`src/rtl/phase_seq.sv`:
```
// One-hot phase sequencer feeding the control unit: per-class phase paths,
// memory/mult-div/hold stalls, and free-running cycle / retired-instruction counters.
module phase_seq #(
   parameter int MD_LAT = 4,
   parameter int CNT_W  = 32
) (
   input  logic             clk,
   input  logic             reset,
   input  logic [5:0]       op,
   input  logic [5:0]       irfunc,
   input  logic             mem_ready,
   input  logic             hold,
   output logic [4:0]       p,
   output logic             stall,
   output logic             instr_done,
   output logic [CNT_W-1:0] cycle_cnt,
   output logic [CNT_W-1:0] instr_cnt
);

   localparam int MDW = (MD_LAT > 1) ? $clog2(MD_LAT) : 1;

   typedef enum logic [4:0] {
      P0 = 5'b00001,
      P1 = 5'b00010,
      P2 = 5'b00100,
      P3 = 5'b01000,
      P4 = 5'b10000
   } phase_t;

   typedef enum logic [2:0] {
      C_BR,
      C_ST,
      C_LD,
      C_MD,
      C_ALU
   } cls_t;

   phase_t         phase;
   phase_t         phase_nxt;
   cls_t           cls;
   logic [MDW-1:0] md_cnt;
   logic           md_busy;

   assign p = phase;

   always_comb begin
      cls = C_ALU;
      case (op)
         6'b000100, 6'b000101, 6'b000110, 6'b000111, 6'b000001:
            cls = C_BR;
         6'b101011, 6'b101001, 6'b101000:
            cls = C_ST;
         6'b100011, 6'b100000, 6'b100100, 6'b100001, 6'b100101:
            cls = C_LD;
         6'b000000: begin
            if (irfunc == 6'b011000 || irfunc == 6'b011001 ||
                irfunc == 6'b011010 || irfunc == 6'b011011)
               cls = C_MD;
         end
         default: cls = C_ALU;
      endcase
   end

   assign md_busy = (phase == P2) && (cls == C_MD) && (md_cnt != '0);

   assign stall = hold
                | (((phase == P0) || (phase == P3)) && !mem_ready)
                | md_busy;

   always_comb begin
      phase_nxt = P0;
      case (phase)
         P0: phase_nxt = mem_ready ? P1 : P0;
         P1: phase_nxt = P2;
         P2: begin
            if (md_busy)
               phase_nxt = P2;
            else if (cls == C_BR)
               phase_nxt = P0;
            else if (cls == C_ST || cls == C_LD)
               phase_nxt = P3;
            else
               phase_nxt = P4;
         end
         P3: begin
            if (!mem_ready)
               phase_nxt = P3;
            else if (cls == C_ST)
               phase_nxt = P0;
            else
               phase_nxt = P4;
         end
         P4:      phase_nxt = P0;
         default: phase_nxt = P0;
      endcase
   end

   // An out-of-range phase value decodes to P0 as next phase, so it recovers in one edge.
   assign instr_done = !stall && (phase_nxt == P0);

   always_ff @(posedge clk) begin
      if (reset) begin
         phase     <= P0;
         md_cnt    <= '0;
         cycle_cnt <= '0;
         instr_cnt <= '0;
      end else begin
         cycle_cnt <= cycle_cnt + CNT_W'(1);
         if (!stall) begin
            phase <= phase_nxt;
            if (instr_done)
               instr_cnt <= instr_cnt + CNT_W'(1);
            if (phase == P1 && cls == C_MD)
               md_cnt <= MDW'(MD_LAT - 1);
         end else if (!hold && md_busy) begin
            md_cnt <= md_cnt - MDW'(1);
         end
      end
   end

endmodule
```
`config.mk`:
```
export PLATFORM = sky130hd
export DESIGN_NAME = phase_seq
export DESIGN_NICKNAME = d
export VERILOG_FILES = /design/src/rtl/phase_seq.sv
export SDC_FILE = /design/constraint.sdc
export NUM_CORES = 1
export LEC_CHECK = 0
export ABC_AREA = 1
export BUFFER_PORTS_ARGS = -buffer_cell sky130_fd_sc_hd__buf_2
export CORE_MARGIN = 1
export CORE_UTILIZATION = 55
export CTS_CLUSTER_DIAMETER = 40
export CTS_CLUSTER_SIZE = 24
export DETAILED_ROUTE_END_ITERATION = 16
export PLACE_DENSITY = 0.8
export SYNTH_ARGS = -nofsm -noshare
export SYNTH_HDL_FRONTEND = slang
export SYNTH_SLANG_ARGS = --single-unit
```
`constraint.sdc`:
```
create_clock -name clk -period 3.65 [get_ports clk]
set_input_delay 0 -clock clk [delete_from_list [all_inputs] [get_ports clk]]
set_output_delay 0 -clock clk [all_outputs]
set_load 0.01 [all_outputs]
```
# Word level (Yosys, flattened, before mapping)

Index checks and enable logic that the tools add are counted.

Register bits: 71
Latch bits: 0
RAM bits: 0
Memory bits (read-only): 0
Output and inout bits: 71
Memories kept: 0

$add $sub $neg: 3
Multiply operators: 0
Div/mod/pow operators: 0
Magnitude comparators: 0
Eq/ne operators: 26
Shifts and indexed selects: 0
Muxes and demuxes: 12
Bitwise logic cells: 3
Reduce and logical (&&, ||, !) cells: 23

Operators with widths:

| cell                                                 | count |
|---|---|
| adder 32 x 1 -> 32 bit (second input constant)       | 2 |
| equality test 6 bit (second input constant)          | 8 |
| 2-to-1 mux 5 bit                                     | 5 |
| equality test 6 x 3 -> 1 bit (second input constant) | 4 |
| equality test 6 x 5 -> 1 bit (second input constant) | 4 |
| case mux 5 bit (4 select lines)                      | 1 |
| case mux 3 bit (4 select lines)                      | 1 |
| equality test 5 x 1 -> 1 bit (second input constant) | 2 |
| OR reduction 5 bit                                   | 2 |
| 2-to-1 mux 2 bit                                     | 4 |
| equality test 3 x 2 -> 1 bit (second input constant) | 2 |
| equality test 6 x 1 -> 1 bit (second input constant) | 1 |
| logical AND 1 bit                                    | 6 |
| zero test 6 bit                                      | 1 |
| equality test 5 x 2 -> 1 bit (second input constant) | 1 |
| equality test 5 x 3 -> 1 bit (second input constant) | 1 |
| equality test 5 x 4 -> 1 bit (second input constant) | 1 |
| logical OR 1 bit                                     | 5 |
| AND reduction 2 bit                                  | 2 |
| nonzero test 2 bit                                   | 2 |
| equality test 3 x 1 -> 1 bit (second input constant) | 1 |
| zero test 1 bit                                      | 3 |
| zero test 3 bit                                      | 1 |
| 2-to-1 mux 3 bit                                     | 1 |
| other kinds (5)                                      | 6 |

# Logic depth before layout (Yosys ltp)

Gate-level depths: netlist of run 1.

Word-level depth: 15
Gate-level depth with buffers: 11

# Worst setup path before layout of run 1

OpenSTA, ideal clock, no wires.

Path kind: register -> register
From: register instr_cnt[0]
To: register instr_cnt[16]
Arrival: 1567 ps
Required time: 3535 ps
Path slack: 1968 ps
Cell stages (with the launch flop): 11
Buffers on the path: 0
Cells stage by stage: dfxtp_1 > ha_1 > inv_1 > nor2_2 > nand3b_1 > nor3_1 > inv_1 > nor2_1 > nand3_1 > nand2_1 > nor2_1

Longest elaborated chain between the ends: 1

RTL lines:

| what                   | line | RTL |
|---|---|---|
| from (decl)            | 17   | `output logic [CNT_W-1:0] instr_cnt` |
| from (signal assigned) | 112  | `instr_cnt <= instr_cnt + CNT_W'(1);` |
| adder 32 x 1 -> 32 bit | 112  |  |

Every way passes these cells.
A chain may end at the register's enable or synchronous reset.

# Final worst setup path of run 1

From: register phase[2] (netlist: p[2])
To: register instr_cnt[25]

Longest elaborated chain between the ends: 8
Elaborated cells on any way between the ends: 17
Classes of those cells: 5 x eq/ne; 2 x mux; 3 x bitwise; 7 x reduce/logical

RTL lines:

| what                                                            | line   | RTL |
|---|---|---|
| from (decl)                                                     | 38     | `phase_t phase;` |
| from (signal assigned)                                          | 110    | `phase <= phase_nxt;` |
| equality test 5 x 3 -> 1 bit, or another cell as far along      | 64, 72 |  |
| logical AND 1 bit or logical OR 1 bit (tied branches)           | 64, 67 |  |
| logical AND 1 bit (on tied branches)                            | 64, 67 |  |
| 2-to-1 mux 5 bit or OR 1 bit (tied branches)                    | 76, 67 |  |
| case mux 5 bit (4 select lines) or OR 1 bit (tied branches)     | 72, 68 |  |
| equality test 5 x 1 -> 1 bit or zero test 1 bit (tied branches) | n/a    |  |
| logical AND 1 bit                                               | 99     | `assign instr_done = !stall && (phase_nxt == P0);` |
| AND reduction 2 bit (no line) *                                 | n/a    |  |

Mark *: on every way between the ends. The rest lies on a longest branch, timed or not.

==> results of run 1 <==
==> power by group <==
group,switching (µW),internal (µW)
clock,314,282
combinational,173,70.5
sequential,23.1,789
total,511,1140
==> per-stage QoR <==
stage / power [µW] / std cells / hold slack, ns
5_1_grt: 1720 / 898 / 0.134
4_1_cts: 1660 / 898 / 0.0982
3_5_place_dp: 1070 / 882 / 0.413
3_3_place_gp: 1070 / 882 / 0.422
2_1_floorplan: 1020 / 710 / 0.250
6_report: 1650 / 898 / 0.107
==> synthesized netlist by cell type, drive strengths merged (10+ instances only) <==
library cell  count  share of area, %
o21ai            14               1.9
nor3             15               1.8
or2              10               1.4
nand2           227                20
inv              58               5.0
dfxtp            71                33
nand3b           19               3.3
a21oi            57               6.5
nand4            14               2.0
nor2            138                13
nand3            46               5.4
==> logic make-up (layout without fill, tap and decap cells) <==
| logic type | Yosys count | after routing | share of synthesized area [%] |
|---|---|---|---|
| AOI/OAI and AO/OA | 76 | 76 | 9.21 |
| adders and majority gates | 3 | 3 | 0.860 |
| DFF | 71 | 71 | 32.6 |
| and+or+nand+nor | 473 | 473 | 47.4 |
| buffers and inverters | 74 | 160 | 7.31 |
| xor gates and xnor gates | 13 | 13 | 2.61 |
==> final timing paths <==
check	to	startpoint	depth (start not counted)
max	instr_cnt[25]	p[2]	9
min	p[4]	mem_ready	5
max reg2reg	instr_cnt[25]	p[2]	9
min reg2reg	cycle_cnt[31]	cycle_cnt[31]	2
==> critical path: cells and delay by family, from the launching register on <==
family | cells | cell delay, ns
AOI/OAI and AO/OA | 2 | 0.44
DFF | 1 | 0.45
and+or+nand+nor | 7 | 1.18
==> cell type report <==
cell class,instances,area [µm²],area share (%)
clock inverters,5,32.5,0.650
flip-flops and latches,71,1420,28.4
inverters,58,218,4.35
clock buffers,11,151,3.02
well taps,102,128,2.55
repair buffers,86,435,8.69
multi-input cells,565,2620,52.4
==> sequential cells by signal, summed over array words and instances, names as in the netlist <==
name       count
instr_cnt     32
cycle_cnt     32
md_cnt         2
p              5
==> layout by cell type (no fill, tap or decap), types with 2 or more instances in the layout <==
cell and count:
sky130_fd_sc_hd__a21oi_1 57, sky130_fd_sc_hd__dfxtp_1 71, sky130_fd_sc_hd__nand3b_1 19, sky130_fd_sc_hd__a31oi_1 2, sky130_fd_sc_hd__ha_1 3, sky130_fd_sc_hd__buf_4 2, sky130_fd_sc_hd__nor2_2 10, sky130_fd_sc_hd__xor2_1 7
sky130_fd_sc_hd__nor3b_1 3, sky130_fd_sc_hd__xnor2_1 6, sky130_fd_sc_hd__nand4_1 14, sky130_fd_sc_hd__nand2_2 3, sky130_fd_sc_hd__nor2_1 124, sky130_fd_sc_hd__nor3_1 14, sky130_fd_sc_hd__clkinv_2 2, sky130_fd_sc_hd__clkinvlp_4 3
sky130_fd_sc_hd__or2_0 2, sky130_fd_sc_hd__buf_2 84, sky130_fd_sc_hd__nand2_1 224, sky130_fd_sc_hd__nand3_1 45, sky130_fd_sc_hd__nor2_4 4, sky130_fd_sc_hd__clkbuf_8 11, sky130_fd_sc_hd__or2_2 8, sky130_fd_sc_hd__inv_2 3
sky130_fd_sc_hd__o21ai_0 12, sky130_fd_sc_hd__inv_1 55
==> routing by layer <==
layer  track usage (%)  vias up  share of wire [%]
met5                 0        -                  0
met1              36.4     2190                 43
met4              9.66        0                1.9
met3              3.43       19                5.5
met2              52.5      149                 50
li1                  -     2451                  -
==> metrics.log, run 1 <==
INFO  metric result_of_the_run = completed
INFO  metric die_area = 8290 µm²
INFO  metric grt_pass1_wl = 19900 µm
INFO  metric clkLatencyLatePin = 0.35 ns
INFO  metric initial_util = 56.8%
INFO  metric netlist-cell-type-count = 32
INFO  metric final_layout_size_suffix_gt1_share = 16.7%
INFO  metric core_area = 7690 µm²
INFO  metric grt_max_degree = 52
INFO  metric postLayoutCellArea = 5010 µm²
INFO  metric floorplan.die.width = 91.1 µm
INFO  metric post_synth.cell_area_avg = 6.14 µm²
INFO  metric boundaryPins = 87
INFO  metric total_negative_slack = 0 ns
INFO  metric layout_min_cycle_time = 2.23 ns
INFO  metric setup.worst_path.end_class = flip-flop
INFO  metric globalplace.congestion = 0.957
INFO  metric clock_path_buffers = 2
INFO  metric filler_cell_count = 747
INFO  metric critical_path.startpoint_type = flip-flop
INFO  metric grt-ovfl-total = 0
INFO  metric layout_worst_path_cycle_share = 61.1%
INFO  metric io_buffers = 84
INFO  metric mappedNetlistNets = 729
INFO  metric ys.warnings.count = 0
INFO  metric ctsRootBufferMaster = sky130_fd_sc_hd__clkbuf_8
INFO  metric cp.arrival = 2.44 ns
INFO  metric drc = 0
INFO  metric ctsResizeCount = 0
INFO  metric dr.first_iter.drc_count = 255
INFO  metric critical_path.cell_chain = nor2_2, nand2_1, nor2_2, nand2_2, nand3_2, nor2_4, o21ai_4, nand2_1, a21oi_1
INFO  metric r2r_slack = 1.42 ns
INFO  metric min-delay-path-class = input port to flip-flop
INFO  metric post_cts_setup_driven_buffer_insertion_count = 0
INFO  metric mappedNetlistArea = 4360 µm²
INFO  metric cts_made_buffers = 9
INFO  metric grt_setup_unrepaired = no
INFO  metric crit_path_max_delay_cell_type = sky130_fd_sc_hd__nor2_4
INFO  metric num_vias = 4809
INFO  metric global_route.usage.total = 29.3%
INFO  metric cts.sinks = 71
INFO  metric synth_cells = 710
INFO  metric power.density = 330 nW/µm²
INFO  metric n_antenna_cell = 0
INFO  metric cap_viol_max_count = 0
INFO  metric site_rows = 32
INFO  metric final.setup.worst_slack = 1.42 ns
INFO  metric initial_antenna_violation_count = 0
INFO  metric timing.critical_path.fanout_max = 29
INFO  metric final_nets = 810
INFO  metric total_number_of_h_tree_levels = 3
INFO  metric worst_pin_slew = 0.760 ns
INFO  metric postCtsHoldBufs = 0
INFO  metric routed_via_density = 5.36
INFO  metric antenna_left = 0
INFO  metric routed_wirelength = 11700 µm
INFO  metric achievable-frequency = 448 MHz
INFO  metric cts_tree = done
INFO  metric post_dp_cell_area = 4820 µm²
INFO  metric power_leakage = 0.00194 µW
INFO  metric timing.clock.skew = 0.0111 ns
INFO  metric crit_required = 3.86 ns
INFO  metric cts.reportedPaths.clkPinSlew = 0.08 ns
INFO  metric average_wire_per_cell_in_the_routed_design = 13.0 µm
INFO  metric sequential_to_total_area_share_from_yosys_stat = 32.6%
INFO  metric ir_drop = 0.189 mV
INFO  metric place_hpwl = 8820 µm
INFO  metric dominantRegCellSynth = sky130_fd_sc_hd__dfxtp_1
INFO  metric pre_cts_worst_setup_slack = 1.45 ns
INFO  metric number_of_detailed_route_iterations_in_the_first_pass = 4
INFO  metric flip_flop_and_latch_count_after_synthesis = 71
INFO  metric criticalPathCategory = flip-flop to flip-flop
INFO  metric max_stage_delay = 0.62 ns
INFO  metric setup-violations-final = 0
INFO  metric finalMaxSlewViolations = 0
INFO  metric floorplan.die.height = 91.1 µm
INFO  metric number_of_global_route_vias_before_repair = 4420
INFO  metric postSynth.asyncResetShare = 0%
INFO  metric synth_edf_count = 0
INFO  metric area_growth_syn_to_layout = 14.8%
INFO  metric slew_headroom = 49.2%
INFO  metric final-hold-violation-count = 0
INFO  metric finish.utilization = 65.2%
Power figures use the tool's default switching activity.
==> run 2, diff against run 1 <==
Clock period 3.65 ns to 2.3 ns, I/O delays scaled along.
==> metrics.log, run 2 (synthesis results as in run 1) <==
INFO  metric result_of_the_run = completed
INFO  metric timing.critical_path.fanout_max = 10 (-66%)
INFO  metric timing.clock.skew = 0.00699 ns (-0.00408 ns)
INFO  metric grt-ovfl-total = 0 (unchanged)
INFO  metric drc = 0 (unchanged)
INFO  metric cells_on_worst_hold_path = 5 (unchanged)
INFO  metric ff2ff_path_depth = 10 (+1)
INFO  metric postCtsHoldBufs = 0 (unchanged)
INFO  metric layout_min_cycle_time = 1.94 ns
INFO  metric crit_path_max_delay_cell_type = sky130_fd_sc_hd__dfxtp_1
INFO  metric achievable-frequency = 516 MHz
INFO  metric setup.worst_path.end_class = output port
INFO  metric area_growth_syn_to_layout = 15.8%
INFO  metric cp.arrival = 1.94 ns (-0.50 ns)
INFO  metric finish.utilization = 65.7% (+0.57 points)
INFO  metric floorplan.die.width = 91.1 µm (unchanged)
INFO  metric clock_path_buffers = 2 (unchanged)
INFO  metric grt_pass1_wl = 20400 µm (+2.6%)
INFO  metric slew_headroom = 55.1% (+5.9 points)
INFO  metric final-hold-violation-count = 0 (unchanged)
INFO  metric finalMaxSlewViolations = 0 (unchanged)
INFO  metric r2r_slack = 0.41 ns (-1.01 ns)
INFO  metric cts.sinks = 71 (unchanged)
INFO  metric final_nets = 812 (+0.25%)
INFO  metric cts_tree = done
INFO  metric power.density = 556 nW/µm² (+69%)
INFO  metric ctsResizeCount = 0 (unchanged)
INFO  metric min-delay-path-class = input port to flip-flop
INFO  metric cts_made_buffers = 9 (unchanged)
INFO  metric cts.reportedPaths.clkPinSlew = 0.07 ns (about the same)
INFO  metric die_area = 8290 µm² (unchanged)
INFO  metric floorplan.die.height = 91.1 µm (unchanged)
INFO  metric crit_required = 2.30 ns (-1.56 ns)
INFO  metric power_leakage = 0.00196 µW (+1.3%)
INFO  metric initial_antenna_violation_count = 0 (unchanged)
INFO  metric num_vias = 4862 (+1.1%)
INFO  metric globalplace.congestion = 0.947 (-1.1%)
INFO  metric place_hpwl = 8800 µm (-0.20%)
INFO  metric initial_util = 56.8% (unchanged)
INFO  metric io_buffers = 84 (unchanged)
INFO  metric setup-violations-final = 0 (unchanged)
INFO  metric r2r-end = instr_cnt[16]
INFO  metric core_area = 7690 µm² (unchanged)
INFO  metric number_of_detailed_route_iterations_in_the_first_pass = 5 (+1)
INFO  metric critical_path.startpoint_type = flip-flop
INFO  metric max_stage_delay = 0.34 ns (-0.28 ns)
INFO  metric average_wire_per_cell_in_the_routed_design = 13.3 µm (+2.1%)
INFO  metric finalPower = 2810 µW (+70%)
INFO  metric hold_ws = 0.101 ns (-0.00586 ns)
INFO  metric final_layout_size_suffix_gt1_share = 16.6% (-0.15 points)
INFO  metric regToRegStartpoint = instr_cnt[0]
INFO  metric global_route.usage.total = 30.4% (+1.1 points)
INFO  metric dr.first_iter.drc_count = 253 (-0.78%)
INFO  metric layout_worst_path_cycle_share = 84.3%
INFO  metric n_antenna_cell = 0 (unchanged)
INFO  metric hold_start = mem_ready
INFO  metric antenna_left = 0 (unchanged)
INFO  metric worst_pin_slew = 0.672 ns (-0.0877 ns)
INFO  metric commonest_cells_after_routing_fill_and_taps_aside = 224 x sky130_fd_sc_hd__nand2_1, 124 x sky130_fd_sc_hd__nor2_1, 84 x sky130_fd_sc_hd__buf_2, 71 x sky130_fd_sc_hd__dfxtp_1, 57 x sky130_fd_sc_hd__a21oi_1
INFO  metric number_of_global_route_vias_before_repair = 4532 (+2.5%)
INFO  metric grt_max_degree = 51 (-1.9%)
INFO  metric critical_path.cell_chain = inv_1, nand2_1, nor2_2, nand3_1, nand2_2, nor2_4, buf_2
INFO  metric total_negative_slack = 0 ns (unchanged)
INFO  metric routed_wirelength = 12000 µm (+2.2%)
INFO  metric cap_viol_max_count = 0 (unchanged)
INFO  metric min_delay_worst_endpoint = p[4]
INFO  metric criticalPathCategory = flip-flop to output port
INFO  metric total_number_of_h_tree_levels = 3 (unchanged)
INFO  metric boundaryPins = 87 (unchanged)
INFO  metric clkLatencyLatePin = 0.35 ns (about the same)
INFO  metric post_cts_setup_driven_buffer_insertion_count = 0 (unchanged)
INFO  metric routed_via_density = 5.41 (+0.99%)
INFO  metric grt_setup_unrepaired = no
INFO  metric ctsRootBufferMaster = sky130_fd_sc_hd__clkbuf_8
INFO  metric site_rows = 32 (unchanged)
INFO  metric ir_drop = 0.315 mV (+67%)
INFO  metric mostFrequentLayoutCell = sky130_fd_sc_hd__nand2_1
## run 2: cell types whose count changed in the layout (fill, tap and decap cells not counted), sizes merged
cell      previous run  this run
buf                 86        88
clkinv               2         0
clkbuf              11        12
clkinvlp             3         1
bufinv               0         2
## run 2: worst max-delay path by stage
stage | depth (start not counted) | slack, ns | startpoint | to
2_1_floorplan | 10 | 0.62 | instr_cnt[0] | instr_cnt[16]
3_3_place_gp | 10 | 0.50 | instr_cnt[0] | instr_cnt[16]
3_5_place_dp | 10 | 0.44 | instr_cnt[0] | instr_cnt[16]
4_1_cts | 7 | 0.41 | p[4] | instr_done
5_1_grt | 10 | 0.15 | instr_cnt[0] | instr_cnt[16]
6_report | 7 | 0.36 | p[4] | instr_done
## run 2: worst max-delay path, delay by kind of cell, from the launching register on
kind | cells | cell delay (ns)
and+or+nand+nor | 5 | 0.91
DFF | 1 | 0.34
buffers and inverters | 2 | 0.33
## run 2: power by group
group          leakage (µW)  internal (µW)  switching, µW  total [µW]
Combinational       0.00128            119            285         404
Sequential         0.000574           1250           36.7        1290
Clock              0.000103            636            479        1110
Total               0.00196           2010            801        2810
## run 2: area by class of cell
cell class,instances,area [µm²]
clock inverters,3,67.6
flip-flops and latches,71,1420
clock buffers,12,145
fillers,721,2640
well taps,102,128
repair buffers,88,450
inverters,58,218
multi-input cells,565,2620
## run 2: routing by layer
layer / GRT usage (%) / part of all wire [%] / vias to the layer above
li1: - / - / 2456
met4: 9.13 / 1.5 / 0
met3: 4.27 / 4.7 / 14
met2: 56.1 / 50 / 141
met5: 0 / 0 / -
met1: 36.3 / 44 / 2251
## run 2: stage by stage
stage | setup WS, ns | cells | area, µm²
finish | 0.361 | 899 | 5050
global route | 0.146 | 899 | 5050
CTS | 0.408 | 899 | 5050
detailed placement | 0.438 | 884 | 4840
global placement | 0.501 | 884 | 4840
floorplan | 0.618 | 710 | 4360
==> run 3, diff against run 2 <==
Settings changed: CORE_UTILIZATION 55 to 50, PLACE_DENSITY 0.8 to 0.76.
Clock period 2.3 ns to 1.7 ns, I/O delays scaled along.
==> metrics.log, run 3 (synthesis results as in run 1) <==
INFO  metric achievable-frequency = 611 MHz
INFO  metric routed_via_density = 5.43 (+0.36%)
INFO  metric mostFrequentLayoutCell = sky130_fd_sc_hd__nand2_1
INFO  metric r2r-end = instr_cnt[19]
INFO  metric numPlacedInstances = 912 (+3.2%)
INFO  metric initial_antenna_violation_count = 0 (unchanged)
INFO  metric setup-violations-final = 0 (unchanged)
INFO  metric ff2ff_path_depth = 9 (-1)
INFO  metric grt_max_degree = 51 (unchanged)
INFO  metric ir_drop = 0.449 mV (+43%)
INFO  metric criticalPathCategory = flip-flop to flip-flop
INFO  metric ctsRootBufferMaster = sky130_fd_sc_hd__clkbuf_8
INFO  metric slew_headroom = 52.8% (-2.3 points)
INFO  metric floorplan.die.width = 95.4 µm (+4.8%)
INFO  metric sequential_cell_area = 1430 µm² (+0.88%)
INFO  metric site_rows = 33 (+3.1%)
INFO  metric min-delay-path-class = input port to flip-flop
INFO  metric cap_viol_max_count = 0 (unchanged)
INFO  metric core_area = 8340 µm² (+8.5%)
INFO  metric timing.clock.skew = 0.00727 ns (+0.000274 ns)
INFO  metric setup.worst_path.end_class = flip-flop
INFO  metric critical_path.startpoint_type = flip-flop
INFO  metric timing.critical_path.fanout_max = 15 (+5)
INFO  metric r2r_slack = 0.06 ns (-0.35 ns)
INFO  metric regToRegStartpoint = p[1]
INFO  metric final_layout_size_suffix_gt1_share = 22.8% (+6.3 points)
INFO  metric hold_ws = 0.113 ns (+0.0113 ns)
INFO  metric commonest_cells_after_routing_fill_and_taps_aside = 221 x sky130_fd_sc_hd__nand2_1, 118 x sky130_fd_sc_hd__nor2_1, 84 x sky130_fd_sc_hd__buf_2, 65 x sky130_fd_sc_hd__dfxtp_1
INFO  metric layout_worst_path_cycle_share = 96.3%
INFO  metric area_growth_syn_to_layout = 24.7%
INFO  metric total_number_of_h_tree_levels = 3 (unchanged)
INFO  metric boundaryPins = 87 (unchanged)
INFO  metric result_of_the_run = completed
INFO  metric hold_start = hold
INFO  metric global_route.usage.total = 27.8% (-2.6 points)
INFO  metric power.density = 727 nW/µm² (+31%)
INFO  metric number_of_global_route_vias_before_repair = 4556 (+0.53%)
INFO  metric routed_wirelength = 12700 µm (+5.8%)
INFO  metric clock_path_buffers = 2 (unchanged)
INFO  metric final_nets = 843 (+3.8%)
INFO  metric drc = 0 (unchanged)
INFO  metric io_buffers = 84 (unchanged)
INFO  metric die_area = 9100 µm² (+9.8%)
INFO  metric num_vias = 5064 (+4.2%)
INFO  metric n_antenna_cell = 0 (unchanged)
INFO  metric number_of_detailed_route_iterations_in_the_first_pass = 6 (+1)
INFO  metric dr.first_iter.drc_count = 291 (+15%)
INFO  metric grt_setup_unrepaired = yes
INFO  metric globalplace.congestion = 0.938 (-0.92%)
INFO  metric final-hold-violation-count = 0 (unchanged)
INFO  metric place_hpwl = 9330 µm (+6.1%)
INFO  metric cp.arrival = 1.90 ns (-0.04 ns)
INFO  metric cts_made_buffers = 9 (unchanged)
INFO  metric average_wire_per_cell_in_the_routed_design = 13.6 µm (+2.0%)
INFO  metric filler_cell_count = 784 (+8.7%)
INFO  metric cts_tree = done
INFO  metric layout_min_cycle_time = 1.64 ns
INFO  metric grt-ovfl-total = 0 (unchanged)
INFO  metric clkLatencyLatePin = 0.34 ns (about the same)
INFO  metric finalMaxSlewViolations = 0 (unchanged)
INFO  metric worst_pin_slew = 0.707 ns (+0.0345 ns)
INFO  metric initial_util = 52.3% (-4.4 points)
INFO  metric final-instance-count-excl-fill = 933 (+3.8%)
INFO  metric cells_on_worst_hold_path = 5 (unchanged)
INFO  metric floorplan.die.height = 95.4 µm (+4.8%)
INFO  metric cts.sinks = 71 (unchanged)
INFO  metric antenna_left = 0 (unchanged)
INFO  metric crit_required = 1.96 ns (-0.34 ns)
INFO  metric power_leakage = 0.00217 µW (+11%)
INFO  metric min_delay_worst_endpoint = md_cnt[1]
INFO  metric multi_input_area = 2720 µm² (+3.8%)
INFO  metric cts.reportedPaths.clkPinSlew = 0.07 ns (about the same)
INFO  metric grt_pass1_wl = 20100 µm (-1.7%)
run 3: metrics by stage:
stage | setup slack (ns) | total power, µW | TNS (ns) | area, µm² | utilization [%]
after detailed placement | 0.0520 | 2390 | 0 | 5060 | 60.6
after global routing | -0.0469 | 4110 | -0.495 | 5440 | 65.2
after CTS | 0.0582 | 3880 | 0 | 5310 | 63.6
after floorplan | 0.0178 | 2190 | 0 | 4360 | -
after global placement | 0.127 | 2380 | 0 | 5060 | 60.6
final | 0.0632 | 3950 | 0 | 5440 | 65.2
run 3: what timing repair did:
| action | 4_1_cts | 5_1_grt |
|---|---|---|
| setup buffers | 1 | 4 |
| pin swaps | 1 | 7 |
| cloned | 0 | 1 |
| hold buffers | 0 | 0 |
| endpoints found under the setup margin | 2 | 39 |
| resized for setup | 9 | 26 |
run 3: how the worst max path moves through the flow:
| stage | from | end | cells past startpoint |
|---|---|---|---|
| 2_1_floorplan | instr_cnt[0] | instr_cnt[16] | 10 |
| 3_3_place_gp | instr_cnt[8] | instr_cnt[26] | 9 |
| 3_5_place_dp | p[4] | instr_cnt[5] | 8 |
| 4_1_cts | p[1] | instr_done | 8 |
| 5_1_grt | p[1] | instr_cnt[16] | 11 |
| 6_report | p[1] | instr_cnt[19] | 9 |
run 3: final cells by class:
class / count / share of cell area, %
multi-input cells: 565 / 50.0
flip-flops and latches: 71 / 26.4
repair buffers: 119 / 13.3
inverters: 58 / 4.00
clock buffers: 11 / 2.60
well taps: 105 / 2.41
clock inverters: 4 / 1.29
run 3: power by group:
part	switching, µW	internal [µW]
Combinational	454	281
Sequential	38.7	1700
Clock	627	855
Total	1120	2830
run 3: worst max-delay path, cell delays in order (launching register included):
cell                        delay [ns]
sky130_fd_sc_hd__dfxtp_2          0.36
sky130_fd_sc_hd__nor2_4           0.16
sky130_fd_sc_hd__nand2_2          0.09
sky130_fd_sc_hd__nor2_4           0.16
sky130_fd_sc_hd__nand2_1          0.11
sky130_fd_sc_hd__nand4_1          0.12
sky130_fd_sc_hd__buf_4            0.16
sky130_fd_sc_hd__clkbuf_16        0.18
sky130_fd_sc_hd__nand3_1          0.07
sky130_fd_sc_hd__a21oi_1          0.16
run 3: layer usage:
| layer | wire length, µm | global-route usage, % |
|---|---|---|
| met1 | 5570 | 35.7 |
| met2 | 5860 | 47.1 |
| met3 | 917 | 3.99 |
| met4 | 319 | 10.8 |
| met5 | 0 | 0 |
